File: src/rtl/bcd_gate_ctrl_pkg.sv
// Shared types and constants for the BCD gate controller.
// State encoding, BCD full-scale value and digit width.
package bcd_gate_ctrl_pkg;

  localparam int unsigned DigitW = 4;
  localparam int unsigned BcdW   = 2 * DigitW;

  localparam logic [BcdW-1:0] BcdMax = 8'h99;

  typedef enum logic [2:0] {
    StIdle   = 3'd0,
    StClr    = 3'd1,
    StGate   = 3'd2,
    StSettle = 3'd3,
    StLatch  = 3'd4
  } state_e;

endpackage

File: src/rtl/sig_sync_edge.sv
// Synchroniser chain plus history flop; emits a registered one-cycle pulse per rising edge.
// Total latency from d rising to rise high is STAGES+1 cycles.
module sig_sync_edge #(
  parameter int unsigned STAGES = 2
) (
  input  logic clk,
  input  logic reset,
  input  logic d,
  output logic rise
);

  logic [STAGES-1:0] sync_q;
  logic              hist_q;
  logic              rise_q;

  always_ff @(posedge clk or negedge reset) begin
    if (!reset) begin
      sync_q <= '0;
      hist_q <= 1'b0;
      rise_q <= 1'b0;
    end else begin
      sync_q <= {sync_q[STAGES-2:0], d};
      hist_q <= sync_q[STAGES-1];
      rise_q <= sync_q[STAGES-1] & ~hist_q;
    end
  end

  assign rise = rise_q;

endmodule

File: src/rtl/bcd_gate_ctrl.sv
// Gate-window sequencer for an external 2-digit BCD counter.
// Define BCD_GATE_CONT_EN for free-running back-to-back windows; default is single-shot.
module bcd_gate_ctrl
  import bcd_gate_ctrl_pkg::*;
#(
  parameter int unsigned GATE_CYCLES = 1000,
  parameter int unsigned TW          = 16,
  parameter int unsigned SYNC_STAGES = 2
) (
  input  logic            clk,
  input  logic            reset,
  input  logic            start,
  input  logic            sig_in,
  input  logic [BcdW-1:0] cnt_val,
  output logic            cnt_x,
  output logic            cnt_clr,
  output logic [BcdW-1:0] result,
  output logic            result_vld,
  output logic            ovf,
  output logic            busy
);

  localparam logic [TW-1:0] TimerLoad = TW'(GATE_CYCLES - 1);

  state_e          state_q, state_d;
  logic [TW-1:0]   timer_q, timer_d;
  logic            ovf_acc_q, ovf_acc_d;
  logic [BcdW-1:0] result_q;
  logic            ovf_q;
  logic            vld_q;
  logic            rise;

  sig_sync_edge #(
    .STAGES(SYNC_STAGES)
  ) u_sync (
    .clk  (clk),
    .reset(reset),
    .d    (sig_in),
    .rise (rise)
  );

  // Edges outside the gate window are dropped, so SETTLE sees a stable count.
  assign cnt_x   = rise & (state_q == StGate);
  assign cnt_clr = (state_q == StClr);
  assign busy    = (state_q != StIdle);

  always_comb begin
    state_d   = state_q;
    timer_d   = timer_q;
    ovf_acc_d = ovf_acc_q;
    unique case (state_q)
      StIdle: begin
        if (start) state_d = StClr;
      end
      StClr: begin
        timer_d   = TimerLoad;
        ovf_acc_d = 1'b0;
        state_d   = StGate;
      end
      StGate: begin
        if (timer_q == '0) begin
          state_d = StSettle;
        end else begin
          timer_d = timer_q - TW'(1);
        end
      end
      StSettle: state_d = StLatch;
      StLatch: begin
`ifdef BCD_GATE_CONT_EN
        state_d = StClr;
`else
        state_d = StIdle;
`endif
      end
      default: state_d = StIdle;
    endcase
    // Counter wraps 99 -> 00 on this increment.
    if (cnt_x && (cnt_val == BcdMax)) ovf_acc_d = 1'b1;
  end

  always_ff @(posedge clk or negedge reset) begin
    if (!reset) begin
      state_q   <= StIdle;
      timer_q   <= '0;
      ovf_acc_q <= 1'b0;
    end else begin
      state_q   <= state_d;
      timer_q   <= timer_d;
      ovf_acc_q <= ovf_acc_d;
    end
  end

  always_ff @(posedge clk or negedge reset) begin
    if (!reset) begin
      result_q <= '0;
      ovf_q    <= 1'b0;
      vld_q    <= 1'b0;
    end else begin
      vld_q <= (state_q == StLatch);
      if (state_q == StLatch) begin
        result_q <= cnt_val;
        ovf_q    <= ovf_acc_q;
      end
    end
  end

  assign result     = result_q;
  assign ovf        = ovf_q;
  assign result_vld = vld_q;

endmodule

File: config.mk
export PLATFORM = sky130hd
export DESIGN_NAME = bcd_gate_ctrl
export DESIGN_NICKNAME = d
export VERILOG_FILES = /design/src/rtl/bcd_gate_ctrl_pkg.sv /design/src/rtl/sig_sync_edge.sv /design/src/rtl/bcd_gate_ctrl.sv
export SDC_FILE = /design/constraint.sdc
export NUM_CORES = 1
export LEC_CHECK = 0
export CAP_MARGIN = 20
export CORE_MARGIN = 2
export CORE_UTILIZATION = 50
export DETAILED_ROUTE_END_ITERATION = 8
export HOLD_SLACK_MARGIN = 0.15
export MAX_ROUTING_LAYER = met4
export PLACE_DENSITY = 0.86
export RECOVER_POWER = 25
export SYNTH_ARGS = -nofsm -noshare
export SYNTH_HDL_FRONTEND = slang
export SYNTH_HIERARCHICAL = 1
export SYNTH_SLANG_ARGS = --single-unit
File: constraint.sdc
create_clock -name clk -period 3.79 [get_ports clk]
set_input_delay 1.137 -clock clk [delete_from_list [all_inputs] [get_ports clk]]
set_output_delay 1.137 -clock clk [all_outputs]
set_load 0.005 [all_outputs]
Word-level counts from Yosys, hierarchy flattened

Index checks and enable logic that the tools add are counted.

Flip-flop bits (word level): 34
Word-level logic and storage cells: 36
Output and inout bits: 13
Input bits: 12

Multiplexer cells: 7
Add/subtract/negate cells: 1
Eq/ne operators: 8
Bitwise gates (word level): 3
Reductions and logical operators: 8

Operators by type and width:

| operator                | number |
|---|---|
| $pmux W16 S2            | 1 |
| $logic_not A16 Y1       | 1 |
| $mux W16                | 1 |
| $sub A16 B1 Y16 const B | 1 |
| $pmux W3 S4             | 1 |
| $eq A8 B8 Y1 const B    | 1 |
| $eq A3 B2 Y1 const B    | 2 |
| $mux W3                 | 2 |
| $ne A2 B2 Y1 const B    | 2 |
| $reduce_and A2 Y1       | 2 |
| $reduce_bool A2 Y1      | 2 |
| $eq A3 B1 Y1 const B    | 1 |
| $eq A3 B3 Y1 const B    | 1 |
| $logic_not A3 Y1        | 1 |
| $reduce_bool A3 Y1      | 1 |
| $and A1 B1 Y1           | 2 |
| $mux W1                 | 2 |
| $ne A2 B1 Y1 const B    | 1 |
| $logic_and A1 B1 Y1     | 1 |
| $not A1 Y1              | 1 |

Longest topological paths before layout

Depth after elaboration: 4
Depth in mapped cells: 6
Mapped depth without buffers: 6

Cells and area by module

Netlist, hierarchy kept.

Modules (own cells, without submodules):

| module        | area each (um2) | instances | cells each |
|---|---|---|---|
| bcd_gate_ctrl | 1441.4          | 1         | 130 |
| sig_sync_edge | 113.9           | 1         | 5 |

Worst setup path after synthesis

No wires, ideal clock.

Path type: reg2reg
Start: register timer_q[4]
End: register timer_q[13]
Period minus slack after synthesis: 2.287 ns
Path buffers: 1
Stages on the path, launching flop included: 6
Library setup time: 0.080 ns
Path slack: 1.503 ns
Arrival: 2.207 ns
Cells stage by stage: dfrtp_1 > or4_4 > or4b_1 > buf_2 > or4_1 > a21oi_1

Longest elaborated chain between the ends: 3
Elaborated cells between the ends (all ways): 6
Those cells by class: add/sub (1); eq/ne (1); mux (2); reduce/logical (2)

RTL lines:

| element                                                     | line                                     | source |
|---|---|---|
| start: declaration                                          | bcd_gate_ctrl.sv:26                      | `logic [TW-1:0] timer_q, timer_d;` |
| start signal: assignment                                    | bcd_gate_ctrl.sv:88                      | `timer_q <= timer_d;` |
| $sub A16 B1 Y16 / $logic_not A16 Y1 (equally long branches) | bcd_gate_ctrl.sv:64, bcd_gate_ctrl.sv:61 |  |
| $mux W16 / $ne A2 B2 Y1 (equally long branches)             | n/a                                      |  |
| $pmux W16 S2 / $reduce_and A2 Y1 (equally long branches)    | n/a                                      |  |

Several ways; a longest one is shown, not always the timed one. The select of a mux whose other input is x is not followed.
A chain may end at the register's enable or synchronous reset.

Worst setup path in the final report

Start: register state_q[2]
End: output port cnt_clr

Longest elaborated chain between the ends: 1

RTL lines:

| element                  | line                | source |
|---|---|---|
| start: declaration       | bcd_gate_ctrl.sv:25 | `state_e state_q, state_d;` |
| start signal: assignment | bcd_gate_ctrl.sv:83 | `state_q <= StIdle;` |
| start signal: assignment | bcd_gate_ctrl.sv:87 | `state_q <= state_d;` |
| $eq A3 B1 Y1             | bcd_gate_ctrl.sv:44 | `assign cnt_clr = (state_q == StClr);` |
| end: declaration         | bcd_gate_ctrl.sv:16 | `output logic cnt_clr,` |

Every way passes these cells.

==> run summary <==
Top-area cell type share of the netlist area: 0.5471
Number of enable flip-flop cells after synthesis: 0
Core region area: 3003 um^2
Total Wirelength: 3313 um
Routability cong.: 0.8901
Setup repair after global routing missed its margin: false
Required @ worst endpoint: 2.65 ns
Clock tree buffer depth: 2
CP Capture Point: cnt_clr
Worst hold slack: 0.3693 ns
Post-synth net total: 148
Crit path capture type: output pin
Post_cts resized: 0
Wire per inst: 16.65 um
Inst Count DP: 191
Pre-antenna DRT Iters: 4
Fmax: 302.5 MHz
Synth warn: 6
# IOs: 25
Routed Antenna Nets: 0
H-tree depth: 2
First-pass GRT wire length: 5768 um
Ys async rst share: 1.000
Min-Delay Path Class: reg2reg
Share of layout cells above drive strength 1: 0.1265
Worst Skew: 0.005817 ns
R2R cell count: 4
Crit Path Max Fanout: 12
CP cell instances: or3b_2 -> clkinv_1 -> clkdlybuf4s50_1
Top FF cell, synth: dfrtp_1
GR peak layer: met2
Initial Util: 0.5179
Crit path time final: 3.306 ns
TritonCTS Buffers: 5
Final cell count without fillers: 199
Post-Synthesis Cell Area: 1555 um^2
Cell Rows: 20
Max-slew headroom: -0.1725
Synth cell types: 36
Post-CTS setup buffers: 0
Slowest Stage Delay on Critical Path: 0.63 ns
Setup TNS: 0 ns
Crit path DAT: 2.17 ns
Syn avg cell area: 11.52 um^2
Initial DRC count: 37
CTS Sinks: 34
WS Path Type: reg2out
Worst R2R Setup Slack: 1.33 ns
Detailed Place HPWL: 2383 um
Final hold viol count: 0
I/O Buffers: 24
Most frequent cell after synthesis: dfrtp_1
Outcome: complete, but fails checks
GR Layer Usage met3: 0.08225
Slew @ Worst Pin: 1.759 ns
Die ar.: 3572 um^2
Cell taking the most area after synthesis: dfrtp_1
Area Growth Syn to Fin: 21.40%
Register bit count reported by yosys: 34
Latest clock arrival within the worst-skew pair: 0.34 ns
Seq/Total Area, Yosys: 0.5471
Die W: 59.77 um
Setup crit start kind: register
# Max-Cap Violations: 1
Root Buffer: clkbuf_4
Failing checks: max-capacitance violations, max-slew violations
DR DRC count: 0
Via Count: 1215
CTS tree: built
Overall Global Routing Usage: 0.2270
P per Cell Area: 572.8 nW/um^2
Largest net degree at the start of global routing: 35
Vias/cell: 6.106
Chip Height: 59.77 um
Leak pwr: 0.7488 nW
FF-to-FF End: timer_q[13]
Initial antenna violation count: 0
Grt met2 use: 0.3540
Top cells by area, synth: dfrtp_1, mux2_2, mux2i_1, or4_1, nor3_1
Slew Limit Fails: 35
Crit-path slowest cell: or3b_2
Crit share post-route: 0.8723
Post-CTS Hold Fix Bufs: 0
GR Util met1: 0.2672
Synth top cells by count: dfrtp_1, mux2_2, nand2_1
Crit path from: state_q[2]
Gate Count Post-Synth: 135
R2r startpoint: timer_q[4]
Diodes inserted: 0
Grt total ovfl: 0
Reg clk slew, reported paths: 0.10 ns
Worst vdd rail ir drop: 0.3590 mV
Final setup violation count: 0
Nets: 178
Number of global-route vias before repair: 1249
==> cells by family (layout without fill, tap and decap cells) <==
logic type / Yosys count / after routing / share of synthesized area
AOI/OAI and AO/OA: 18 / 18 / 0.07803
adders and majority gates: 1 / 1 / 0.008044
buffers and inverters: 7 / 38 / 0.01769
DFF: 34 / 34 / 0.5471
muxes: 16 / 16 / 0.1102
and+or+nand+nor: 59 / 59 / 0.2389
==> cell usage in the layout, fill, tap and decap left out, types with 2 or more instances in the layout <==
master and instances:
dfrtp_1 34, clkdlybuf4s50_1 22, nand2_1 9, mux2_2 9
or4_1 7, nor3_1 7, mux2i_1 7, nor2_1 6
nor4_1 5, nand3_1 5, a21oi_1 5, clkbuf_4 5
or3_1 4, o31ai_1 4, o21ai_0 3, clkbuf_1 3
inv_1 2, or3b_2 2, nor3b_1 2, or3b_1 2
nor4bb_1 2, a211oi_1 2, dlygate4sd3_1 2
==> metal layers <==
metal | wire length (um) | part of all wire | vias up
met2 | 1650 | 0.50 | 46
met1 | 1360 | 0.41 | 585
met5 | 0 | 0 | -
li1 | - | - | 575
met3 | 232 | 0.070 | 9
met4 | 69 | 0.021 | 0
==> sequential cells by signal (all words and copies together), names as in the netlist <==
signal,count
result_vld,1
timer_q,16
ovf,1
ovf_acc_q,1
u_sync/rise,1
u_sync/sync_q,2
state_q,3
u_sync/hist_q,1
result,8
==> how the worst min path moves through the flow <==
| stage | start | cells past startpoint | to | slack, ns |
|---|---|---|---|---|
| 3_3_place_gp | u_sync/sync_q[0] | 0 | u_sync/sync_q[1] | 0.35 |
| 5_1_grt | u_sync/sync_q[0] | 0 | u_sync/sync_q[1] | 0.39 |
| 4_1_cts | u_sync/sync_q[0] | 0 | u_sync/sync_q[1] | 0.37 |
| 2_1_floorplan | u_sync/sync_q[0] | 0 | u_sync/sync_q[1] | 0.33 |
| 3_5_place_dp | u_sync/sync_q[0] | 0 | u_sync/sync_q[1] | 0.35 |
| 6_report | u_sync/sync_q[0] | 0 | u_sync/sync_q[1] | 0.37 |
==> critical path, delay by kind of cell, from the launching register on <==
kind	cells	cell delay, ns
and+or+nand+nor	1	0.63
buffers and inverters	2	0.75
DFF	1	0.44
==> metrics by stage <==
| step | area, um^2 | power, mW | setup WS (ns) | util |
|---|---|---|---|---|
| floorplan | 1555 | 0.6821 | 1.503 | - |
| global placement | 1843 | 0.8539 | 0.9103 | 0.6138 |
| detailed placement | 1843 | 0.8799 | 0.8633 | 0.6138 |
| CTS | 1903 | 1.095 | 0.4688 | 0.6338 |
| global route | 1888 | 1.154 | 0.3411 | 0.6288 |
| finish | 1888 | 1.082 | 0.4839 | 0.6288 |
==> report_power, final <==
group	leakage, nW	switching, mW	internal, mW
registers	0.412	0.0727	0.444
logic	0.301	0.148	0.207
clock network	0.0353	0.120	0.0899
==> area by class of cell <==
class | count | area, um^2
Multi-Input combinational cell | 94 | 669.4
Sequential cell | 34 | 850.8
Timing Repair Buffer | 27 | 255.2
Fill cell | 241 | 1115
Clock inverter | 1 | 5.005
Inverter | 3 | 11.26
Tap cell | 33 | 41.29
Clock buffer | 7 | 55.05
Note: power is estimated with default switching activity, not from simulation.
